## src/rtl/fifo_ctrl_80x8.sv

```systemverilog
// Pointer/flag controller wrapping an external single-clock 80x8 dual-port RAM
// into a synchronous FIFO with registered read data and occupancy flags.
module fifo_ctrl_80x8 #(
    parameter int unsigned DEPTH    = 80,
    parameter int unsigned WIDTH    = 8,
    parameter int unsigned AW       = 7,
    parameter int unsigned CW       = 7,
    parameter int unsigned AF_LEVEL = 76,
    parameter int unsigned AE_LEVEL = 4
) (
    input  logic             clk,
    input  logic             rst_n,
    input  logic             clr,
    input  logic             wr_req,
    input  logic [WIDTH-1:0] wr_data,
    input  logic             rd_req,
    output logic [WIDTH-1:0] rd_data,
    output logic             rd_vld,
    output logic             wrt_sig,
    output logic [AW-1:0]    addr_w,
    output logic [AW-1:0]    addr_r,
    output logic [WIDTH-1:0] din_ram,
    input  logic [WIDTH-1:0] dout_ram,
    output logic             full,
    output logic             empty,
    output logic             almost_full,
    output logic             almost_empty,
    output logic [CW-1:0]    count,
    output logic             ovf,
    output logic             udf
);

    logic [AW-1:0] wr_ptr;
    logic [AW-1:0] rd_ptr;
    logic          wr_acc;
    logic          rd_acc;

    // Flag decode and request arbitration on the pre-edge state
    always_comb begin
        full         = (count == CW'(DEPTH));
        empty        = (count == '0);
        almost_full  = (count >= CW'(AF_LEVEL));
        almost_empty = (count <= CW'(AE_LEVEL));
        wr_acc       = wr_req & ~full & ~clr;
        rd_acc       = rd_req & ~empty & ~clr;
        // Gate with rst_n so the RAM never sees a strobe while held in reset
        wrt_sig      = wr_acc & rst_n;
        addr_w       = wr_ptr;
        addr_r       = rd_ptr;
        din_ram      = wr_data;
    end

    // Write and read pointers, wrapping DEPTH-1 -> 0
    always_ff @(posedge clk or negedge rst_n) begin
        if (!rst_n) begin
            wr_ptr <= '0;
            rd_ptr <= '0;
        end else if (clr) begin
            wr_ptr <= '0;
            rd_ptr <= '0;
        end else begin
            if (wr_acc) wr_ptr <= (wr_ptr == AW'(DEPTH - 1)) ? '0 : wr_ptr + 1'b1;
            if (rd_acc) rd_ptr <= (rd_ptr == AW'(DEPTH - 1)) ? '0 : rd_ptr + 1'b1;
        end
    end

    // Occupancy counter; simultaneous accept leaves it unchanged
    always_ff @(posedge clk or negedge rst_n) begin
        if (!rst_n) begin
            count <= '0;
        end else if (clr) begin
            count <= '0;
        end else if (wr_acc && !rd_acc) begin
            count <= count + 1'b1;
        end else if (rd_acc && !wr_acc) begin
            count <= count - 1'b1;
        end
    end

    // Registered read data with a one-cycle valid pulse; data holds otherwise
    always_ff @(posedge clk or negedge rst_n) begin
        if (!rst_n) begin
            rd_data <= '0;
            rd_vld  <= 1'b0;
        end else begin
            rd_vld <= rd_acc;
            if (rd_acc) rd_data <= dout_ram;
        end
    end

    // Sticky overflow/underflow, cleared only by reset or clr
    always_ff @(posedge clk or negedge rst_n) begin
        if (!rst_n) begin
            ovf <= 1'b0;
            udf <= 1'b0;
        end else if (clr) begin
            ovf <= 1'b0;
            udf <= 1'b0;
        end else begin
            if (wr_req && full)  ovf <= 1'b1;
            if (rd_req && empty) udf <= 1'b1;
        end
    end

endmodule

```

## config.mk

```make
export PLATFORM = sky130hd
export DESIGN_NAME = fifo_ctrl_80x8
export DESIGN_NICKNAME = d
export VERILOG_FILES = /design/src/rtl/fifo_ctrl_80x8.sv
export SDC_FILE = /design/constraint.sdc
export NUM_CORES = 1
export LEC_CHECK = 0
export CAP_MARGIN = 20
export CORE_ASPECT_RATIO = 1.25
export CORE_UTILIZATION = 48
export CTS_CLUSTER_SIZE = 12
export DETAILED_ROUTE_END_ITERATION = 8
export GPL_TIMING_DRIVEN = 0
export PLACE_DENSITY = 0.85
export SYNTH_ARGS = -nofsm -noshare
export SYNTH_HDL_FRONTEND = slang
export SYNTH_SLANG_ARGS = --single-unit
export TNS_END_PERCENT = 30
```

## constraint.sdc

```tcl
create_clock -name clk -period 6.1 [get_ports clk]
set_input_delay 0.61 -clock clk [delete_from_list [all_inputs] [get_ports clk]]
set_output_delay 0.61 -clock clk [all_outputs]
set_load 0.02 [all_outputs]
```

==> impl_metrics.toml <==
[run_status]
status = "complete, but fails checks"
violations = "design-rule violations"

[sta]
finalHoldViolations = 0
skew_ns = 0.00387
tightest_slew_ns = 0.706
rsz0062_at_grt = "no"
finalCritPeriodShare = 0.609
setup_viol = 0
final_max_slew_viol_count = 0
setup_tns_ns = 0
fmax_ghz = 0.269
fin_crit_ns = 3.71
maxSlewHeadroom = 0.527

[worst_setup_path]
cp-startpoint = "count[2]"
crit_path_end = "count[6]"
critPathCaptureType = "flop"
r2r_start = "count[2]"
cp.arrival_ns = 3.93
r2r_slack_ns = 2.39
crit_required_ns = 6.31
cp-start-kind = "flop"
ff2ff_path_depth = 13
reg2reg_to = "count[6]"
worstPathMaxFanout = 10
critical_path_class = "flop to flop"

[global_routing]
grt_pass1_wl_um = 6690
grt_overflow = 0
antenna_found_initial = 0
grt_pass1_vias = 1478
track_usage = 0.214
grt_max_degree = 34

[logic_synthesis]
synth_cell_type_count = 42
syn-num-nets = 218
synthFlopType = "dfrtp_1"
synth_seq_cells = 32
synthArstFlopShare = 1.00
synthCells = 188
synth_edf_count = 0
synth.yosys.seq_area_share = 0.430
netlist_top_cells_count = "dfrtp_1 (32), nor2_1 (26), a21oi_1 (12)"
synth_area_per_cell_um2 = 9.92
synth_warnings = 0
synth_top_area_frac = 0.430
yosysMostFrequentCell = "dfrtp_1"
synthesis.area_um2 = 1860
yosysTopAreaCell = "dfrtp_1"
synth_area_leaders = "dfrtp_1 (43%), ha_1 (5.4%), nor2_1 (5.2%)"

[finish]
syn_to_final_growth_pct = 37.9
fin_area_um2 = 2570
n_antenna_cell = 0
fin_cells = 290
drive_above_1_share = 0.147
finalNetCount = 280

[power]
p_total_mw = 1.05
irDropWorstVdd_uv = 237
power_leakage_nw = 1.08
power.density_nw_per_um2 = 410

[floorplanning]
die_height_um = 71.7
core_um2 = 3600
ios = 66
start_util = 0.517
die_w_um = 57.7
rows = 24
die_area_um2 = 4140

[clock_tree]
postCtsSetupBuffers = 0
numCtsBuffers = 5
clk_latency_ns = 0.29
cts_root_buffer = "clkbuf_8"
cts_tree = "built"
clkSinkCount = 32
clockBufferDepth = 2
clkTransAtPathRegs_ns = 0.07
post_cts_resized = 0
htreeDepth = 2
cts_hold_buf = 0

[route]
wl_um = 3950
drtAntennaViolNets = 0
dr.pass1.iters = 8
wl_per_cell_um = 13.6
drcViolationCount = 2
viasPerCell = 5.45
vias = 1580
drtIter0Drc = 67

[placed_design]
io_buffers = 55
dpl-instance-area_um2 = 2460
hpwl_um = 2850
dp.cells = 282
place_congestion = 0.780

[min_path]
hp-class = "input pin to async pin"

[run]
max_cap_violations = 0
==> cells by family after synthesis <==
kind of cell,synth area share
flip-flops,0.430
AND/OR/NAND/NOR,0.179
multiplexers,0.0752
buffers and inverters,0.0597
XOR/XNOR,0.0470
AO/OA/AOI/OAI,0.145
adder cells (fa/ha/maj),0.0644
==> worst min-delay path by stage <==
stage / from / end / slack, ns
floorplan: rst_n / addr_r[0] / 0.31
global placement: ovf / ovf / 0.48
detailed placement: rd_data[6] / rd_data[6] / 0.50
CTS: rst_n / udf / 0.39
global route: rst_n / count[4] / 0.42
finish: rst_n / count[3] / 0.37
==> layout by cell type, fill, tap and decap left out, types with 3 or more instances in the layout <==
master           count
a21oi_1             12
buf_2                3
buf_4                8
clkbuf_1             5
clkbuf_8             5
clkdlybuf4s50_1     54
dfrtp_1             32
ha_1                 8
inv_1                6
mux2_2               8
mux2i_1              5
nand2_1              8
nand3_1              8
nor2_1              26
nor2b_1              5
nor3_1               3
nor4_1               3
o21ai_0              7
or2_2                3
xnor2_1              7
xor2_1               3
==> routing by layer <==
metal,global-route usage,share of wire,vias to the layer above
met4,0.0926,0.015,0
met5,0,0,-
met2,0.354,0.52,45
met1,0.259,0.42,746
li1,-,-,784
met3,0.0632,0.044,5
==> worst max-delay path: stages (launching register included) <==
cell	delay [ns]
dfrtp_1	0.47
or4_4	0.57
o31ai_1	0.46
buf_2	0.30
nor2_1	0.08
nand2_1	0.24
inv_1	0.09
fa_1	0.40
nor2b_1	0.16
o31a_1	0.17
o22ai_1	0.10
xnor2_1	0.14
or3_1	0.31
a21oi_1	0.14
==> power by group <==
part	internal [mW]	switching, mW	leakage, nW
Sequential	0.265	0.0461	0.420
Clock	0.121	0.0815	0.0541
Combinational	0.270	0.270	0.603
Total	0.656	0.397	1.08
==> area by class of cell <==
class / instances / area (um2)
inverter: 6 / 22.5
sequential: 32 / 801
clock buffer: 5 / 68.8
tap: 39 / 48.8
timing repair buffer: 55 / 546
clock inverter: 3 / 42.5
buffer: 15 / 88.8
fill: 282 / 1030
multi-input combinational: 135 / 952
==> stage by stage <==
stage	setup slack [ns]	util	hold slack [ns]
after CTS	2.43	0.713	0.392
after global routing	2.12	0.713	0.420
final	2.39	0.713	0.367
after floorplan	2.75	-	0.314
after global placement	2.46	0.684	0.483
after detailed placement	2.43	0.682	0.495
==> sequential cells by signal (all words and copies together) (netlist names) <==
name     count
ovf          1
rd_data      8
addr_r       7
count        7
addr_w       7
udf          1
rd_vld       1
No activity file was read; power rests on OpenSTA's default activity.
